$ cat src/rtl/wb_regfile_scoreboard.sv
// wb_regfile_scoreboard: architectural register file with WB write-through bypass and a per-register pending-write scoreboard
module wb_regfile_scoreboard #(
  parameter int NUM_REGS = 32,
  parameter int DATA_W = 32,
  parameter int MAX_INFLIGHT = 3,
  localparam int CW = $clog2(MAX_INFLIGHT + 1)
) (
  input  logic              clk,
  input  logic              rst_n,
  input  logic [4:0]        WB_write_reg_in,
  input  logic [DATA_W-1:0] WB_reg_write_data_in,
  input  logic              WB_register_write_valid_in,
  input  logic [4:0]        rs1_addr,
  input  logic [4:0]        rs2_addr,
  input  logic              rs1_used,
  input  logic              rs2_used,
  input  logic              issue_valid,
  input  logic [4:0]        issue_rd,
  input  logic              issue_writes_rd,
  output logic [DATA_W-1:0] rs1_data,
  output logic [DATA_W-1:0] rs2_data,
  output logic              hazard_stall,
  output logic [NUM_REGS-1:0] pending_mask,
  output logic              sb_underflow_err
);
  logic [DATA_W-1:0] regs [NUM_REGS];
  logic [CW-1:0] cnt [NUM_REGS];
  logic [CW-1:0] c1, c2, cd;
  logic wb_fire, hit1, hit2, hitd, pend1, pend2, sat, issue_accept;
  logic [NUM_REGS-1:0] acc_v, ret_v;
  assign wb_fire = WB_register_write_valid_in && WB_write_reg_in != '0;
  assign hit1 = wb_fire && WB_write_reg_in == rs1_addr;
  assign hit2 = wb_fire && WB_write_reg_in == rs2_addr;
  assign hitd = wb_fire && WB_write_reg_in == issue_rd;
  assign c1 = cnt[rs1_addr];
  assign c2 = cnt[rs2_addr];
  assign cd = cnt[issue_rd];
  assign pend1 = c1 != '0 && !(c1 == CW'(1) && hit1);
  assign pend2 = c2 != '0 && !(c2 == CW'(1) && hit2);
  assign sat = cd == CW'(MAX_INFLIGHT) && !hitd;
  assign hazard_stall = issue_valid && ((rs1_used && rs1_addr != '0 && pend1) ||
                                        (rs2_used && rs2_addr != '0 && pend2) ||
                                        (issue_writes_rd && issue_rd != '0 && sat));
  assign issue_accept = issue_valid && !hazard_stall && issue_writes_rd && issue_rd != '0;
  assign acc_v = issue_accept ? NUM_REGS'(1) << issue_rd : '0;
  assign ret_v = wb_fire ? NUM_REGS'(1) << WB_write_reg_in : '0;
  assign rs1_data = rs1_addr == '0 ? '0 : hit1 ? WB_reg_write_data_in : regs[rs1_addr];
  assign rs2_data = rs2_addr == '0 ? '0 : hit2 ? WB_reg_write_data_in : regs[rs2_addr];
  always_comb begin
    pending_mask = '0;
    for (int i = 0; i < NUM_REGS; i++) pending_mask[i] = cnt[i] != '0;
  end
  always_ff @(posedge clk or negedge rst_n) begin
    if (!rst_n) begin
      for (int i = 0; i < NUM_REGS; i++) begin
        regs[i] <= '0;
        cnt[i] <= '0;
      end
      sb_underflow_err <= 1'b0;
    end else begin
      if (wb_fire) regs[WB_write_reg_in] <= WB_reg_write_data_in;
      if (wb_fire && !acc_v[WB_write_reg_in] && cnt[WB_write_reg_in] == '0) sb_underflow_err <= 1'b1;
      for (int i = 1; i < NUM_REGS; i++) begin
        if (acc_v[i] && !ret_v[i]) cnt[i] <= cnt[i] + 1'b1;
        else if (ret_v[i] && !acc_v[i] && cnt[i] != '0) cnt[i] <= cnt[i] - 1'b1;
      end
    end
  end
endmodule

$ cat config.mk
export PLATFORM = sky130hd
export DESIGN_NAME = wb_regfile_scoreboard
export DESIGN_NICKNAME = d
export VERILOG_FILES = /design/src/rtl/wb_regfile_scoreboard.sv
export SDC_FILE = /design/constraint.sdc
export NUM_CORES = 2
export LEC_CHECK = 0
export BUFFER_PORTS_ARGS = -buffer_cell sky130_fd_sc_hd__buf_2
export CORE_UTILIZATION = 50
export CTS_CLUSTER_SIZE = 14
export DETAILED_ROUTE_END_ITERATION = 8
export PLACE_DENSITY_LB_ADDON = 0.25
export SLEW_MARGIN = 5
export SYNTH_ARGS = -nofsm -noshare
export SYNTH_HDL_FRONTEND = slang
export SYNTH_SLANG_ARGS = --single-unit
$ cat constraint.sdc
create_clock -name clk -period 6.5 [get_ports clk]
set_input_delay 1.3 -clock clk [delete_from_list [all_inputs] [get_ports clk]]
set_output_delay 1.3 -clock clk [all_outputs]
set_load 0.02 [all_outputs]
After elaboration in Yosys (flattened, before gate mapping) --
Cells that the tools add are included.
Cells by class: add/sub/neg operators 62, magnitude comparators 6, equality and inequality tests 6, shifts and indexed selects 2, multiplexer cells 91, bitwise gates (word level) 4, reductions and logical operators 256
Operator list (number):
- $bwmux 1024 | 1
- $mux 32 | 11
- $bmux 32 s5 | 2
- $demux 32 s5 | 1
- $mux 2 | 70
- $reduce_bool 2->1 | 65
- $logic_and 1x1->1 | 115
- $logic_not 1->1 | 67
- $shl 1x5->32 const A | 2
- $add 2x1->2 const B | 31
- $sub 2x1->2 const B | 31
- $bmux 2 s5 | 4
- $ge 6x6->1 const B | 4
- $not 5->6 | 4
- $reduce_bool 5->1 | 4
- $eq 5x5->1 | 3
- $logic_not 5->1 | 2
- $lt 5x6->1 const B | 1
- $lt 6x1->1 const B | 1
- $bmux 1 s5 | 1
- $eq 2x1->1 const B | 2
- $eq 2x2->1 const B | 1
- $logic_not 2->1 | 1
- $logic_or 1x1->1 | 2
- $mux 1 | 1
Word-level totals: bits in registers 1087, input port bits 59, logic and storage cells 491

Longest topological paths before layout --
depth in word-level cells 22, depth in mapped cells 14

Least setup slack after synthesis --
No wires, ideal clock.
path kind input port to output port, from input port rs1_addr[0], to output port rs1_data[23], arrival 3.872 ns, path slack 1.328 ns, stages on the path 9, path through buf_6 > buf_6 > buf_2 > buf_2 > buf_1 > mux4_2 > mux4_2 > mux2i_1 > a211oi_1
Between the ends: longest elaborated chain between the ends 6, elaborated cells on any way between the ends 9, those cells by class eq/ne: 1; mux: 5; bitwise: 1; reduce/logical: 2
Ends and longest elaborated chain:
- start, declared | RTL line 13 | input logic [4:0] rs1_addr,
- $not 5->6 (not written as such) | RTL line 47 | assign rs1_data = rs1_addr == '0 ? '0 : hit1 ? WB_reg_write_data_in : regs[rs1_addr];
- $bmux 32 s5 | RTL line 47
- $mux 32 (not written as such) (2 in series) | RTL line 47
- $mux 32 | RTL line 47
- $mux 32 (*) | RTL line 47
- end, declared | RTL line 20 | output logic [DATA_W-1:0] rs1_data,
Every way passes the cells marked *; elsewhere a longest branch is shown, timed or not. The select of a mux whose other input is x is not followed.

Worst setup path after layout --
from input port rs2_addr[1], to output port rs2_data[2]
Between the ends: longest elaborated chain between the ends 6, elaborated cells on any way between the ends 9, those cells by class eq/ne: 1; mux: 5; bitwise: 1; reduce/logical: 2
Ends and longest elaborated chain:
- start, declared | RTL line 14 | input logic [4:0] rs2_addr,
- $not 5->6 (not written as such) | RTL line 48 | assign rs2_data = rs2_addr == '0 ? '0 : hit2 ? WB_reg_write_data_in : regs[rs2_addr];
- $bmux 32 s5 | RTL line 48
- $mux 32 (not written as such) (2 in series) | RTL line 48
- $mux 32 | RTL line 48
- $mux 32 (*) | RTL line 48
- end, declared | RTL line 21 | output logic [DATA_W-1:0] rs2_data,
Marked as above.

==> results.tsv <==
metric	value	unit
fmax	0.187	GHz
tns	0	ps
grt_pass1_wl	280	mm
drtIter0Drc	4526	
max_slew_margin	0.125	
drt_wl_total	188	mm
syn-num-nets	4602	
rows	127	
criticalPathCategory	primary input to output port	
routed-via-count	41400	
cts.repair.resized	0	
outcome	finished clean	
final_max_slew_viol_count	0	
power_density	298	mW/mm²
r2r-end	cnt[4]	
die-area	0.123	mm²
clock_latency	740	ps
core	0.120	mm²
cts_hold_buf	0	
die_h	351	µm
synth-seq-area-share	0.448	
cts_tree	yes	
clock-root-buffer	clkbuf_16	
whs	393	ps
nets	4514	
r2r-start	cnt[5]	
drc	0	
clock-sinks	1087	
syn-cell-area	0.0608	mm²
final.period_utilization	0.823	
ys_ff_latch	1087	
ant_nets	0	
irDropWorstVdd	215	µV
tightest_slew	1310	ps
min_from	regs[992]	
path_cells	buf_8 -> buf_12 -> mux4_2 -> mux4_2 -> mux2i_1 -> a211oi_1 -> buf_2	
period_needed	5350	ps
finalCoreUtilization	0.559	
top_level_ports	157	
synthToLayoutAreaGrowth	10.5	%
dp.final_hpwl	108	mm
avgRoutedWirePerCell	30.4	µm
crit_top_cell	mux4_2	
via_per_inst	6.72	
start_util	0.506	
cp_num_buf_inv	3	
hp-class	register to register	
overflow	0	
cts_buffers	114	
hold_viol_final	0	
critPathMaxStageDelay	550	ps
syn_inst	4543	
endpoint_kind	output port	
grt_pass1_vias	41200	
hold_path_end	regs[992]	
synthDistinctLibCells	75	
clockBufferDepth	3	
start_kind	primary input	
crit_family	multiplexers	
syn_area_per_cell	13.4	µm²
setup_viol	0	
slowest_stage	mux2i_1	
h-tree-depth	3	
antenna_found_initial	3	
grt_setup_unrepaired	no	
p_leak	29.4	nW
synth_edf_count	0	
postCtsSetupBuffers	0	
worstPathArrival	4050	ps
cp_num_cells	7	
worst_slack	1150	ps
synth_flop_cell	dfrtp_1	
hold_depth	0	
pre_cts_slack	1160	ps
final_area	0.0671	mm²
async_flop_share	1.00	
r2r_cells	10	
port_buffers	155	
drive_gt1_frac	0.434	
die_w	351	µm
critPathMaxFanout	58	
fillCellCount	9696	
drt_pass1_iterations	6	
gp_congestion	0.894	
grt_usage	0.310	
clkTransAtPathRegs	60	ps
yosys_warnings	2	
placed_cell_area	0.0633	mm²
cap_violations	0	
reg2reg_slack	2630	ps
worst_clock_skew	11.0	ps
grt_max_degree	166	
cp.required	5200	ps
-- cell type report --
class | count | area [µm²] | share of cell area
diodes | 2 | 5.00 | 0.0000746
clock buffers | 175 | 3390 | 0.0506
clock inverters | 36 | 452 | 0.00673
inverters | 29 | 115 | 0.00172
multi-input cells | 2951 | 31800 | 0.473
flip-flops and latches | 1087 | 27200 | 0.405
well taps | 1612 | 2020 | 0.0301
repair buffers | 272 | 2170 | 0.0324
-- cells in the final DEF, fill, tap and decap left out, types with 83 or more instances in the layout --
master,n
clkbuf_16,115
dfrtp_1,1087
mux4_2,646
nor2_1,128
mux2_2,781
nand2_1,729
a211oi_1,107
buf_4,83
buf_2,146
mux2i_1,106
-- per-layer routing --
metal / up-vias / GRT usage / wire length [µm]
met5: - / 0 / 20
met4: 4 / 0.122 / 7830
met2: 2097 / 0.480 / 88000
met3: 431 / 0.0628 / 17500
met1: 22100 / 0.433 / 74400
li1: 16800 / - / -
-- synth_stat cells, types with 15 or more instances --
| master | instances | area [µm²] |
|---|---|---|
| dfrtp_1 | 1087 | 27200 |
| a21oi_1 | 48 | 240 |
| buf_2 | 48 | 240 |
| and3_1 | 21 | 131 |
| mux4_2 | 646 | 14500 |
| mux2i_1 | 106 | 1060 |
| nand3_1 | 33 | 165 |
| clkbuf_1 | 350 | 1310 |
| a311oi_1 | 18 | 158 |
| nor2b_1 | 38 | 238 |
| xor2_1 | 15 | 131 |
| nor3_1 | 20 | 100 |
| nand2_1 | 742 | 2790 |
| or2_2 | 24 | 150 |
| xnor2_1 | 19 | 166 |
| buf_1 | 64 | 240 |
| inv_1 | 27 | 101 |
| nor2_1 | 150 | 563 |
| mux2_2 | 781 | 8790 |
| a211oi_1 | 107 | 803 |
-- power breakdown --
group | internal [mW] | switching, mW
Combinational | 2.51 | 1.84
Sequential | 7.99 | 0.948
Clock | 3.87 | 2.85
-- per-stage QoR --
step	total power [mW]	instances
global route	20.8	6163
floorplan	12.0	4543
global placement	13.2	5951
finish	20.0	6164
detailed placement	13.4	5951
CTS	20.1	6162
-- worst max-delay path by stage --
stage                      startpoint  slack, ps            to
final                     rs2_addr[1]       1150   rs2_data[2]
after floorplan           rs1_addr[0]       1330  rs1_data[23]
after detailed placement  rs1_addr[0]       1160   rs1_data[1]
after global placement    rs1_addr[0]       1170   rs1_data[1]
after global routing      rs2_addr[0]       1060  rs2_data[18]
after CTS                 rs1_addr[0]       1160   rs1_data[1]
-- registers in the layout, indices dropped and copies added, names as in the netlist --
name,count
cnt,62
sb_underflow_err,1
regs,1024
-- logic make-up (layout without fill, tap and decap cells) --
group,after synthesis,after routing,share of synthesized area
AND/OR/NAND/NOR,1115,1115,0.0801
multiplexers,1533,1533,0.402
flip-flops,1087,1087,0.448
buffers and inverters,505,512,0.0335
other,1,3,0.0000617
AO/OA/AOI/OAI,268,268,0.0320
XOR/XNOR,34,34,0.00490
(Power assumes the default switching activity.)
